`config.mk`:
```
export PLATFORM = sky130hd
export DESIGN_NAME = matrix_normalization_stream
export DESIGN_NICKNAME = d
export VERILOG_FILES = /design/src/rtl/matrix_normalization_stream.sv
export SDC_FILE = /design/constraint.sdc
export NUM_CORES = 2
export LEC_CHECK = 0
export CAP_MARGIN = 30
export CORE_ASPECT_RATIO = 0.8
export CORE_MARGIN = 1
export CORE_UTILIZATION = 47
export CTS_CLUSTER_DIAMETER = 200
export DETAILED_ROUTE_END_ITERATION = 6
export PLACE_DENSITY_LB_ADDON = 0.05
export SETUP_SLACK_MARGIN = 0.3
export SYNTH_ARGS = -nofsm -noshare
export SYNTH_HDL_FRONTEND = slang
export SYNTH_SLANG_ARGS = --single-unit
```
`constraint.sdc`:
```
create_clock -name clk -period 93.9 [get_ports clk]
set_input_delay 9.39 -clock clk [delete_from_list [all_inputs] [get_ports clk]]
set_output_delay 9.39 -clock clk [all_outputs]
set_load 0.03 [all_outputs]
```
`src/rtl/matrix_normalization_stream.sv`:
```
// Streaming min/max normaliser: buffers a ROWS x COLS frame, then emits each element rescaled to WIDTH_OUT bits.
// Optional build macro MATRIX_NORM_ROUND_EN selects round-to-nearest instead of truncating division.
//
// state | meaning
// IDLE  | waiting for start
// LOAD  | accepting input elements, tracking min/max
// RANGE | one cycle: range = max - min, first output prepared
// EMIT  | presenting normalised elements with backpressure
// DONE  | one-cycle completion pulse
module matrix_normalization_stream #(
  parameter int WIDTH_IN  = 16,
  parameter int WIDTH_OUT = 8,
  parameter int ROWS      = 10,
  parameter int COLS      = 10
) (
  input  logic                 clk,
  input  logic                 reset,
  input  logic                 start,
  input  logic                 is_signed,
  input  logic                 in_valid,
  output logic                 in_ready,
  input  logic [WIDTH_IN-1:0]  in_data,
  output logic                 out_valid,
  input  logic                 out_ready,
  output logic [WIDTH_OUT-1:0] out_data,
  output logic                 out_last,
  output logic                 busy,
  output logic                 done
);

  localparam int N  = ROWS * COLS;
  localparam int IW = (N > 1) ? $clog2(N) : 1;
  localparam int DW = WIDTH_IN + 1;
  localparam int PW = DW + WIDTH_OUT;
  localparam int NW = PW + 1;
  localparam logic [IW-1:0]        LAST  = IW'(N - 1);
  localparam logic [PW-1:0]        SCALE = PW'((2 ** WIDTH_OUT) - 1);
  localparam logic [WIDTH_OUT-1:0] MID   = WIDTH_OUT'(2 ** (WIDTH_OUT - 1));

  typedef enum logic [2:0] {IDLE, LOAD, RANGE, EMIT, DONE} state_t;

  state_t state, state_nxt;

  logic [WIDTH_IN-1:0]  mem [N];
  logic [IW-1:0]        index, index_inc, rd_idx;
  logic                 sgn_q;
  logic [DW-1:0]        min_q, max_q, range_q, range_w, rng_sel;
  logic [DW-1:0]        in_ext, rd_ext, diff;
  logic [PW-1:0]        prod;
  logic [NW-1:0]        num, den;
  logic [WIDTH_OUT-1:0] norm;
  logic                 hs_in, hs_out;

  function automatic logic [DW-1:0] ext(input logic [WIDTH_IN-1:0] x, input logic s);
    return s ? {x[WIDTH_IN-1], x} : {1'b0, x};
  endfunction

  always_ff @(posedge clk or negedge reset) begin
    if (!reset) state <= IDLE;
    else        state <= state_nxt;
  end

  always_comb begin
    state_nxt = state;
    case (state)
      IDLE:    if (start) state_nxt = LOAD;
      LOAD:    if (hs_in && index == LAST) state_nxt = RANGE;
      RANGE:   state_nxt = EMIT;
      EMIT:    if (hs_out && index == LAST) state_nxt = DONE;
      DONE:    state_nxt = IDLE;
      default: state_nxt = IDLE;
    endcase
  end

  assign in_ready  = (state == LOAD);
  assign out_valid = (state == EMIT);
  assign busy      = (state != IDLE);
  assign done      = (state == DONE);
  assign hs_in     = in_valid & in_ready;
  assign hs_out    = out_valid & out_ready;

  // Read port looks one element ahead so out_data is registered with the handshake.
  assign index_inc = index + IW'(1);
  assign rd_idx    = (state == EMIT && index != LAST) ? index_inc : '0;
  assign in_ext    = ext(in_data, sgn_q);
  assign rd_ext    = ext(mem[rd_idx], sgn_q);
  assign range_w   = max_q - min_q;
  assign rng_sel   = (state == RANGE) ? range_w : range_q;
  assign diff      = rd_ext - min_q;
  assign prod      = PW'(diff) * SCALE;

  always_comb begin
`ifdef MATRIX_NORM_ROUND_EN
    num = {1'b0, prod} + NW'(rng_sel >> 1);
`else
    num = {1'b0, prod};
`endif
    den  = (rng_sel == '0) ? NW'(1) : NW'(rng_sel);
    norm = (rng_sel == '0) ? MID : WIDTH_OUT'(num / den);
  end

  always_ff @(posedge clk) begin
    if (hs_in) mem[index] <= in_data;
  end

  always_ff @(posedge clk or negedge reset) begin
    if (!reset) begin
      index    <= '0;
      sgn_q    <= 1'b0;
      min_q    <= '0;
      max_q    <= '0;
      range_q  <= '0;
      out_data <= '0;
      out_last <= 1'b0;
    end else begin
      case (state)
        IDLE: if (start) begin
          sgn_q <= is_signed;
          index <= '0;
        end
        LOAD: if (hs_in) begin
          // Element 0 seeds both extremes so nothing from a previous frame leaks in.
          if (index == '0 || $signed(in_ext) < $signed(min_q)) min_q <= in_ext;
          if (index == '0 || $signed(in_ext) > $signed(max_q)) max_q <= in_ext;
          index <= (index == LAST) ? '0 : index_inc;
        end
        RANGE: begin
          range_q  <= range_w;
          index    <= '0;
          out_data <= norm;
          out_last <= (LAST == '0);
        end
        EMIT: if (hs_out) begin
          if (index == LAST) begin
            out_data <= '0;
            out_last <= 1'b0;
          end else begin
            index    <= index_inc;
            out_data <= norm;
            out_last <= (index_inc == LAST);
          end
        end
        default: ;
      endcase
    end
  end

endmodule
```
==> reports/results.tsv <==
metric	value	unit
status	completed	
CP arrival	87.16	ns
Startpoint Class	flop	
largest net degree at the start of global routing	119	
htree depth	4	
die area	0.185	sq mm
max-slew violations	0	
slowest CP cell	o311ai_0	
via count	59075	
Final HPWL DP	179000	um
share of cells above drive strength 1	0.130	
# setup viols final	0	
CP peak stage delay	0.99	ns
post-synth cell types	116	
area of the mapped netlist	0.0862	sq mm
cells after synthesis	6573	
Worst Tran Pin Value	1.12	ns
final hold vios	0	
# DRC	0	
clock buffer depth	3	
async set-or-reset flop fraction in the synthesized netlist	0.0425	
met3 wire length	23300	um
Total GRT Usage	0.292	
CTS buffer count	165	
Final Cycle Share	0.921	
RSZ-0062 raised after global routing	no	
worst endpoint required time	94.54	ns
FF-to-FF setup slack	7.38	ns
die height	385	um
Synth Flop Type	edfxtp_1	
I/O Buffers	34	
core area	0.182	sq mm
row count	140	
register area share after synthesis	0.578	
synthesis-stage register bit count	1671	
CTS tree	built	
Post-Synth XOR/XNOR Area	0.0199	
CP max FO	94	
initial DRC count	6978	
clock root buffer	clkbuf_16	
most frequent CP cell	o21a_1	
Max Used Layer	met5	
routed vias/inst	6.40	
crit path time final	86.52	ns
Synth Area in Adders	0.0783	
DR WL/cell	29.5	um
I/O pins	35	
Compound-Gate Fraction of Synth Area	0.144	
vias in the first global route	56144	
first-pass GRT wire length	395000	um
Crit Path Category	reg -> reg	
Post-synth EDFFs	1600	
clk_lat worst skew	0.84	ns
fmax	11.6	MHz
Synth warnings	0	
clk sink count	1671	
Clk pin slew, worst setup/hold paths	0.07	ns
Syn Nets	7091	
largest family of logic cells by synthesized area	compound AO/OA/AOI/OAI gates	
wl on met1	125000	um
Post-DRT Antenna Nets	0	
gpl congestion	0.942	
post-synthesis simple-gate area fraction	0.0857	
Max-Cap Viols	0	
Hold Path Class	reg -> reg	
crit path capture type	flop	
nets@finish	7202	
DRT Pass-1 Iters	5	
starting density of the core	0.473	
hold buffers post-CTS	0	
gr ovfl total	0	
Routed WL	272000	um
Setup crit start	index[3]	
mux contribution to synthesized area	0.0672	
met2 WL	117000	um
clk_skew	0.0649	ns
Setup TNS Final	0	ns
Mean Syn Cell Area	13.1	sq um
Critical R2R Launch	index[3]	
Area growth, synth to finish	10.9	%
initial antenna violation count	15	
Die W	481	um
relative slew slack	0.244	
min-delay src	min_q[8]	
area by class of cell:
cell class	instances	area (sq um)
Clock buffer	211	4320
Fill cell	15485	86600
Antenna cell	3	7.51
Inverter	271	1020
Multi-Input combinational cell	4292	34200
Timing Repair Buffer	283	2280
Clock inverter	90	886
Tap cell	2414	3020
Sequential cell	1671	49800
placed cells by master, fill, tap and decap left out, drive strengths merged, types with 226 or more instances in the layout:
cell,instances
a221oi,378
o21ai,329
nand2,412
inv,277
edfxtp,1600
ha,424
nor3,301
nor2,371
a21oi,226
buf,262
Yosys cell counts, drive strengths merged, types with 12 or more instances:
cell,number,share of area
and3,28,0.0020
inv,271,0.012
clkbuf,276,0.012
o22ai,13,0.0010
xor2,85,0.0087
edfxtp,1600,0.56
nor2b,46,0.0033
a21oi,226,0.013
and2,31,0.0022
a311o,12,0.0014
o311ai,21,0.0021
o31ai,87,0.0076
o211ai,50,0.0045
or2,29,0.0021
fa,72,0.017
nor3,301,0.018
mux2i,34,0.0039
a31oi,34,0.0026
a221oi,378,0.038
o21ai,329,0.019
nor4,24,0.0020
ha,424,0.062
nor2,371,0.016
a22oi,16,0.0014
a21o,101,0.0088
mux4,194,0.051
dfrtp,71,0.021
o21a,117,0.010
a211oi,171,0.015
mux2,96,0.013
nand3,125,0.0073
or3,49,0.0036
o21bai,22,0.0019
nand2b,54,0.0039
buf,63,0.0034
nand4,32,0.0025
nand2,412,0.018
o221ai,17,0.0017
xnor2,110,0.011
cell families (layout without fill, tap and decap cells):
family | count (synthesis) | count (layout)
adder cells (fa/ha/maj) | 497 | 497
multiplexers | 324 | 324
AND/OR/NAND/NOR | 1548 | 1548
flip-flops | 1671 | 1671
other | 1 | 4
AO/OA/AOI/OAI | 1727 | 1727
XOR/XNOR | 195 | 195
buffers and inverters | 610 | 855
path summary, 6_finish.rpt:
kind                                    end  cells past startpoint
worst max register to register  out_data[0]                    349
worst min register to register     min_q[8]                      1
worst max-delay path            out_data[0]                    349
min in group asynchronous             sgn_q                      1
worst min-delay path               min_q[8]                      1
max in group asynchronous        range_q[3]                      3
registers in the layout, indices dropped and copies added, names as in the netlist:
signal    cells
index         7
max_q        17
mem        1600
min_q        17
out_data      8
out_last      1
range_q      17
sgn_q         1
state         3
critical path: cells and delay by family, from the launching register on:
kind | cells | cell delay (ns)
simple gates | 113 | 25.04
fa+ha+maj | 31 | 10.70
flops | 1 | 0.50
buf+inv | 17 | 4.29
xor+xnor | 1 | 0.56
mux | 6 | 1.54
compound gates | 181 | 43.19
routing by layer:
layer / track usage / vias up
li1: - / 26297
met1: 0.446 / 30086
met3: 0.0554 / 342
met5: 0 / -
met2: 0.425 / 2348
met4: 0.0770 / 2
repair_timing:
action | 4_1_cts | 5_1_grt
buffers inserted | 0 | 0
resized for setup | 0 | 3
setup endpoints to repair | 0 | 1
hold endpoints to repair | 0 | 0
through the flow:
stage / hold WS (ns) / instances / setup slack (ns) / utilization / instance area, sq um
final: 0.503 / 9235 / 7.38 / 0.525 / 95600
after CTS: 0.507 / 9223 / 8.15 / 0.524 / 95500
after global placement: 0.489 / 8902 / 9.96 / 0.495 / 90100
after global routing: 0.515 / 9233 / 0.329 / 0.525 / 95600
after floorplan: 0.475 / 6573 / 20.06 / - / 86200
after detailed placement: 0.493 / 8922 / 8.58 / 0.496 / 90300
Power is left out: the tool's default activity adds up to more than one toggle a clock period on the data nets, which glitch-free logic cannot reach.
